<file path="src/rtl/mixcol_addkey_serial.sv">
// AES round back-end: MixColumns followed by AddRoundKey, COLS_PER_CYCLE
// columns per clock. Sits after ShiftRows and feeds the next-round state
// register. In the final round MixColumns is bypassed.
//
// Handshake: a transfer happens on a rising edge where valid and ready are
// both 1. ready_o is high only in IDLE and valid_o only in DONE, so the
// block holds one transaction at a time and has no combinational ready_i to
// ready_o path. The FSM state is kept in the enum register state_q.
module mixcol_addkey_serial #(
    parameter int COLS_PER_CYCLE = 1
) (
    input  logic         clk_i,
    input  logic         rst_ni,
    input  logic         valid_i,
    output logic         ready_o,
    input  logic [127:0] data_i,
    input  logic [127:0] key_i,
    input  logic         last_round_i,
    output logic         valid_o,
    input  logic         ready_i,
    output logic [127:0] data_o
);

    // Only 1, 2 and 4 divide the four columns evenly.
    generate
        if (COLS_PER_CYCLE != 1 && COLS_PER_CYCLE != 2 && COLS_PER_CYCLE != 4) begin : g_bad_cols
            $error("mixcol_addkey_serial: COLS_PER_CYCLE must be 1, 2 or 4");
        end
    endgenerate

    typedef enum logic [1:0] {
        IDLE = 2'd0,
        BUSY = 2'd1,
        DONE = 2'd2
    } state_t;

    state_t         state_q;
    logic [1:0]     col_cnt_q;
    logic [127:0]   data_q;
    logic [127:0]   key_q;
    logic           last_q;
    logic [127:0]   result_q;
    logic [127:0]   result_d;
    logic           ready_q;
    logic           valid_q;
    logic [2:0]     cnt_next;

    // GF(2^8) multiply by 2 with the AES reduction polynomial.
    function automatic logic [7:0] xtime(input logic [7:0] x);
        return {x[6:0], 1'b0} ^ (x[7] ? 8'h1b : 8'h00);
    endfunction

    // MixColumns on one column; row 0 is in the top byte.
    function automatic logic [31:0] mix_col(input logic [31:0] c);
        logic [7:0] a0, a1, a2, a3;
        logic [7:0] b0, b1, b2, b3;
        a0 = c[31:24];
        a1 = c[23:16];
        a2 = c[15:8];
        a3 = c[7:0];
        b0 = xtime(a0) ^ xtime(a1) ^ a1 ^ a2 ^ a3;
        b1 = a0 ^ xtime(a1) ^ xtime(a2) ^ a2 ^ a3;
        b2 = a0 ^ a1 ^ xtime(a2) ^ xtime(a3) ^ a3;
        b3 = xtime(a0) ^ a0 ^ a1 ^ a2 ^ xtime(a3);
        return {b0, b1, b2, b3};
    endfunction

    // Counter value after this BUSY edge; bit 2 set means column 3 was written.
    assign cnt_next = {1'b0, col_cnt_q} + 3'(COLS_PER_CYCLE);

    // Next result: the current column group is recomputed, other columns kept.
    always_comb begin
        logic [1:0]  idx;
        logic [6:0]  base;
        logic [31:0] col;
        result_d = result_q;
        idx      = '0;
        base     = '0;
        col      = '0;
        for (int k = 0; k < COLS_PER_CYCLE; k++) begin
            idx  = col_cnt_q + 2'(k);
            base = 7'd96 - {idx, 5'b00000};
            col  = data_q[base +: 32];
            result_d[base +: 32] = (last_q ? col : mix_col(col)) ^ key_q[base +: 32];
        end
    end

    // Control FSM with registered handshake outputs and datapath registers.
    always_ff @(posedge clk_i or negedge rst_ni) begin
        if (!rst_ni) begin
            state_q   <= IDLE;
            col_cnt_q <= '0;
            data_q    <= '0;
            key_q     <= '0;
            last_q    <= 1'b0;
            result_q  <= '0;
            ready_q   <= 1'b1;
            valid_q   <= 1'b0;
        end else begin
            case (state_q)
                IDLE: begin
                    if (valid_i) begin
                        data_q    <= data_i;
                        key_q     <= key_i;
                        last_q    <= last_round_i;
                        col_cnt_q <= '0;
                        state_q   <= BUSY;
                        ready_q   <= 1'b0;
                    end
                end
                BUSY: begin
                    result_q  <= result_d;
                    col_cnt_q <= cnt_next[1:0];
                    if (cnt_next[2]) begin
                        state_q <= DONE;
                        valid_q <= 1'b1;
                    end
                end
                DONE: begin
                    if (ready_i) begin
                        state_q <= IDLE;
                        valid_q <= 1'b0;
                        ready_q <= 1'b1;
                    end
                end
                default: begin
                    state_q <= IDLE;
                    valid_q <= 1'b0;
                    ready_q <= 1'b1;
                end
            endcase
        end
    end

    assign ready_o = ready_q;
    assign valid_o = valid_q;
    assign data_o  = result_q;

endmodule

</file>
<file path="config.mk">
export PLATFORM = sky130hd
export DESIGN_NAME = mixcol_addkey_serial
export DESIGN_NICKNAME = d
export VERILOG_FILES = /design/src/rtl/mixcol_addkey_serial.sv
export SDC_FILE = /design/constraint.sdc
export NUM_CORES = 1
export LEC_CHECK = 0
export CAP_MARGIN = 10
export CELL_PAD_IN_SITES_DETAIL_PLACEMENT = 0
export CELL_PAD_IN_SITES_GLOBAL_PLACEMENT = 1
export CORE_MARGIN = 5
export CORE_UTILIZATION = 30
export CTS_CLUSTER_SIZE = 30
export DETAILED_ROUTE_END_ITERATION = 8
export PLACE_DENSITY = 0.62
export SLEW_MARGIN = 5
export SYNTH_ARGS = -nofsm -noshare
export SYNTH_HDL_FRONTEND = slang
export SYNTH_SLANG_ARGS = --single-unit
</file>
<file path="constraint.sdc">
create_clock -name clk_i -period 6.2 [get_ports clk_i]
set_input_delay 0.62 -clock clk_i [delete_from_list [all_inputs] [get_ports clk_i]]
set_output_delay 0.62 -clock clk_i [all_outputs]
set_load 0.02 [all_outputs]
</file>
After elaboration in Yosys (flattened, before gate mapping)
Cells that the tools add are included.

storage, ports and cells
  output and inout port bits = 130
  register bits after elaboration = 391
  word-level logic and storage cells = 68
  input bits = 261

operators by class
  reductions and logical operators = 7
  equality and inequality tests = 5
  shifts and indexed selects = 4
  mux-type cells = 18
  add/sub/neg operators = 3
  bitwise operators = 23

operators by type and width
  operator                                                                  count
  128-bit by 8-bit variable part select with 32-bit output                  2
  128-bit bitwise mux                                                       1
  32-bit by 9-bit variable shift with 128-bit output, first input constant  1
  32-bit by 9-bit variable part select with 128-bit output                  1
  8-bit XOR                                                                 16
  32-bit 2-to-1 mux                                                         1
  32-bit XOR                                                                1
  8-bit by 5-bit XOR with 8-bit output                                      4
  5-bit 2-to-1 mux                                                          4
  7-bit negator with 9-bit output                                           1
  3-bit AND reduction                                                       3
  2-bit 2-to-1 mux                                                          4
  7-bit subtractor, first input constant                                    1
  2-bit != test, second input constant                                      3
  1-bit case mux with 3 select lines                                        2
  2-bit case mux with 3 select lines                                        1
  1-bit 2-to-1 mux                                                          4
  2-bit case mux with 2 select lines                                        1
  2-bit AND reduction                                                       2
  2-bit by 1-bit adder with 3-bit output, second input constant             1
  2-bit by 1-bit equality test with 1-bit output, second input constant     1
  2-bit equality test, second input constant                                1
  2-bit zero test                                                           1
  1-bit inverter                                                            2
  2-bit nonzero test                                                        1

Logic depth before layout (Yosys ltp)
  depth after elaboration = 12
  depth in mapped cells = 12
  gate-level depth less buffers = 7

Worst setup path before layout
No wires, ideal clock.

  path type = register -> register
  start = register col_cnt_q[1]
  end = register result_q[75], in the netlist data_o[75]
  slack = 3.533 ns
  buffers on the path = 5
  arrival = 2.585 ns
  library setup time = 0.083 ns
  data required time = 6.117 ns
  stages on the path, launching flop included = 13
  clock period less this slack = 2.667 ns
  cells stage by stage = dfrtp_1 > buf_4 > buf_4 > buf_4 > buf_4 > inv_1 > ha_1 > nand2_1 > or3_1 > or2_2 > clkbuf_1 > a2bb2oi_1 > o21ai_0

on the way
  longest elaborated chain between the ends = 12
  elaborated cells between the ends (all ways) = 33
  classes of those cells = 2 x add/sub; 4 x shift; 6 x mux; 21 x bitwise

ends and longest elaborated chain
  what                                                      RTL line    text
  start, declared                                           38          logic [1:0] col_cnt_q;
  start signal, assigned                                    113         col_cnt_q <= cnt_next[1:0];
  7-bit subtractor (*)                                      82          base = 7'd96 - {idx, 5'b00000};
  128-bit by 8-bit variable part select with 32-bit output  83          col = data_q[base +: 32];
  5-bit 2-to-1 mux                                          50          return {x[6:0], 1'b0} ^ (x[7] ? 8'h1b : 8'h00);
  8-bit by 5-bit XOR with 8-bit output                      50
  8-bit XOR (on tied branches) (4 in series)                64, 61, 62
  32-bit 2-to-1 mux                                         84          result_d[base +: 32] = (last_q ? col : mix_col(col)) ^ key_q[base +: 32];
  32-bit XOR                                                84
  32-bit by 9-bit variable part select with 128-bit output  84
  128-bit bitwise mux (*)                                   84
  end signal, assigned                                      112         result_q <= result_d;
  end, declared                                             42          logic [127:0] result_q;

Mark *: on every way between the ends. The rest lies on a longest branch, timed or not.
A chain may end at the register's enable or synchronous reset.

Final worst setup path
  start = register col_cnt_q[0]
  end = register result_q[71], in the netlist data_o[71]

Same word-level chain as after synthesis.

==> impl.org <==
** Job
- The tool flagged a number of max-cap violations equal to 0.

** Global routing
- Maximum number of pins on one net before global-route repair :: 139
- Number of global-route vias before repair :: between 10000 and 15000
- The number of antenna violations at the first check in global routing came to 10.
- GRT Util Overall :: a little under a fifth
- Remaining global-route overflow :: 0
- Wire length of the first global-routing pass :: 89400 um

** STA
- Clock skew on the completed layout was measured at approximately 0.021 ns.
- Number of failing setup endpoints in the final timing report :: 0
- Total negative slack :: 0 ns
- Derived from the worst setup path, the maximum achievable clock frequency is about 260 MHz.
- The count of endpoints failing hold in the final timing report came to 0.
- In this run the tightest slew margin relative to its limit is about a third.
- In the finished design, the share of the clock period the worst path needs comes to roughly three fifths.
- Final count of pins violating max slew :: 0
- Setup repair after global routing missed its margin :: false
- Final period demand of the worst path :: 3.78 ns
- For the pin with the worst max-slew slack, the measured transition is 0.976 ns.

** Layout
- Net count reported at finish :: 1928
- In the layout the commonest cells are clkdlybuf4s50_1, dfrtp_1, mux2_2.
- The library cell used most frequently in the layout, excluding fill and tap cells, is clkdlybuf4s50_1.
- Compared with the post-synthesis result, the final layout area differs by 33.9%.
- Multi-input logic area :: between 7000 and 8000 um2
- Of the cells placed in the final design, the portion with a size suffix greater than 1 is between 20% and 30%.
- The sequential cells in the finished layout cover a total of 9790 um2.
- Fill cells :: ~5700

** Die
- Die area :: 65400 um2
- Number of placed I/O pins :: between 300 and 400
- Effective utilization at floorplan :: between 30% and 40%
- Measured along the y axis, the die boundary spans about 260 um.
- The core region is 60100 um2.
- Chip width :: between 200 and 300 um
- The initialized floorplan defines 90 standard-cell rows.

** Detailed routing
- Using the TritonRoute via totals, the vias-per-cell ratio works out to 4.86.
- Number of iterations in the first detailed-routing pass :: 5
- Post-detailed-route wirelength per cell :: ~24 um
- The first routing iteration left 848 violations.
- Via count :: approximately 12000
- WL final :: 60000 um
- Post-detailed-route count of antenna-violating nets :: 0
- In the routed design, unresolved DRC markers number 0.

** Synthesis
- In this run the mean area of a mapped cell was 13.9 um2.
- Yosys printed 0 warnings.
- Post-synthesis xor/xnor area fraction :: around a tenth
- Total nets after synthesis :: roughly 1600
- Register bit count reported by yosys :: 391
- Synthesis produced a netlist whose cell count is roughly 1300.
- Mux share of post-synthesis cell area :: a little under a quarter
- Share of the synthesized area in compound gates (AO/OA/AOI/OAI) :: under 10%
- Area share of and/or/nand/nor cells after synthesis :: ~3.9%
- EDFF count, synth :: 0
- After synthesis, the largest family of logic cells by area is multiplexers.
- The share of the Yosys chip area taken by registers is about 54%.
- Adder-Cell Fraction of Synth Area :: 0.345%
- Synthesized area :: roughly 18000 um2
- Primary FF master, synth :: dfrtp_1
- Unique masters post-synth :: 39
- Share of synthesized flip-flops with an asynchronous set or reset :: between 90% and 100%

** Critical path
- In this run the worst path has a maximum fanout of just over 40.
- The kind of cell with the highest combined delay along the critical path is flip-flops.
- For this run, the slowest stage of the critical path takes roughly 1 ns.
- Total buffers and inverters traversed by the critical path :: 1
- Walking the worst path, the cells encountered are buf_4 -> mux4_2 -> xnor2_2 -> xnor3_1 -> o21ai_1 -> o21ai_0.
- For the worst setup path, the data required time is 6.62 ns.
- At the worst endpoint, the arrival time is 4.19 ns.
- By startpoint and endpoint, the worst setup path is classified as reg -> reg.
- Standard cell with the maximum stage delay on the critical path :: dfrtp_4
- Critical Path Sink Type :: flip-flop
- R2R Setup Slk :: 2.42 ns
- Critical path launch point type :: flip-flop

** Clock tree
- The H-tree was split into 2 levels.
- For the worst-skew pair, the clock arrives at the later sink with an insertion delay of roughly 0.59 ns.
- Gates resized, CTS repair :: 0
- Hold bufs inserted after CTS :: 0
- Buffers from clock root to sink, at most :: 3
- In this run the post-CTS setup repair buffer count came out at 0.
- Cell chosen for the clock root :: clkbuf_16
- The number of clock buffers added by TritonCTS is 45.
- TritonCTS clock tree :: yes
- Clock input transition at the sequential cells of the worst setup and hold paths :: around 0.06 ns
- The clock drives a little under 400 sinks.

** Hold path
- In this run the worst hold path is classified as in -> async.

** Place
- Once detailed placement completed, the half-perimeter wirelength came to roughly 46000 um.
- The congestion estimate from routability-driven global placement came to approximately 0.8.
- The count of buffers added on input and output ports is 390.

** Outcome
- Result of the run :: complete, no violations
-- layer usage --
layer | track usage (%) | vias to the layer above | share of wire, %
li1 | - | 5394 | -
met1 | 23.8 | 6244 | 43
met2 | 30.8 | 345 | 50
met3 | 3.65 | 76 | 5.0
met4 | 4.53 | 6 | 2.1
met5 | 0 | - | 0.078
-- cells in the mapped netlist, types with 3 or more instances --
cell       count  share of area (%)
nand2b_1       5               0.17
o221ai_1      42                2.0
buf_6          6               0.37
or2_2          3               0.10
a21o_1         3               0.12
buf_2          8               0.22
a2bb2oi_1      6               0.29
nor2_1         6               0.12
o21ai_0       59                1.6
xor2_1        13               0.63
a21oi_1        3              0.083
inv_1          4              0.083
clkbuf_1      59                1.2
o21ai_1       39                1.1
xnor2_1      109                5.3
ha_1           5               0.35
dfrtp_1      390                 54
mux4_2        64                8.0
buf_1          4              0.083
mux2_2       256                 16
buf_4          9               0.37
xnor2_2        7               0.63
nand2_1      151                3.1
xnor3_1       21                2.6
nand3b_1       3               0.12
o21ai_2        8               0.39
-- registers in the layout, summed over array words and instances (netlist names) --
register and cells:
state_q 2, valid_o 1, data_o 128, last_q 1
key_q 128, data_q 128, col_cnt_q 2, ready_o 1
-- per-stage QoR --
| stage | hold slack, ns | instance area [um2] | cells | worst slack [ns] | utilization (%) |
|---|---|---|---|---|---|
| floorplan | 0.324 | 18100 | 1299 | 3.53 | - |
| finish | 0.145 | 24300 | 2482 | 2.42 | 40.4 |
| CTS | 0.164 | 24300 | 2476 | 2.29 | 40.3 |
| detailed placement | 0.474 | 22800 | 2397 | 2.31 | 37.9 |
| global route | 0.194 | 24300 | 2481 | 2.05 | 40.4 |
| global placement | 0.461 | 22700 | 2396 | 2.35 | 37.8 |
-- logic make-up after synthesis --
kind of cell	Yosys count
DFF	391
muxes	320
and+or+nand+nor	175
AOI/OAI and AO/OA	162
xor gates and xnor gates	155
buffers and inverters	91
adders and majority gates	5
-- worst paths after layout --
path,startpoint,endpoint,depth (start not counted)
max,col_cnt_q[0],data_o[71],6
min,rst_ni,data_q[0],1
max reg2reg,col_cnt_q[0],data_o[71],6
min reg2reg,data_o[53],data_o[53],2
max in group asynchronous,rst_ni,data_o[15],2
min in group clk_i,data_o[53],data_o[53],2
-- final cells by class --
type	count	area share, %
Antenna cell	6	0.0619
Clock buffer	69	5.47
Clock inverter	10	0.670
Inverter	4	0.0619
Multi-Input combinational cell	817	32.6
Sequential cell	391	40.4
Tap cell	782	4.03
Timing Repair Buffer	403	16.8
Power is left out: the tool's default activity adds up to more than one toggle a clock period on the data nets, which glitch-free logic cannot reach.
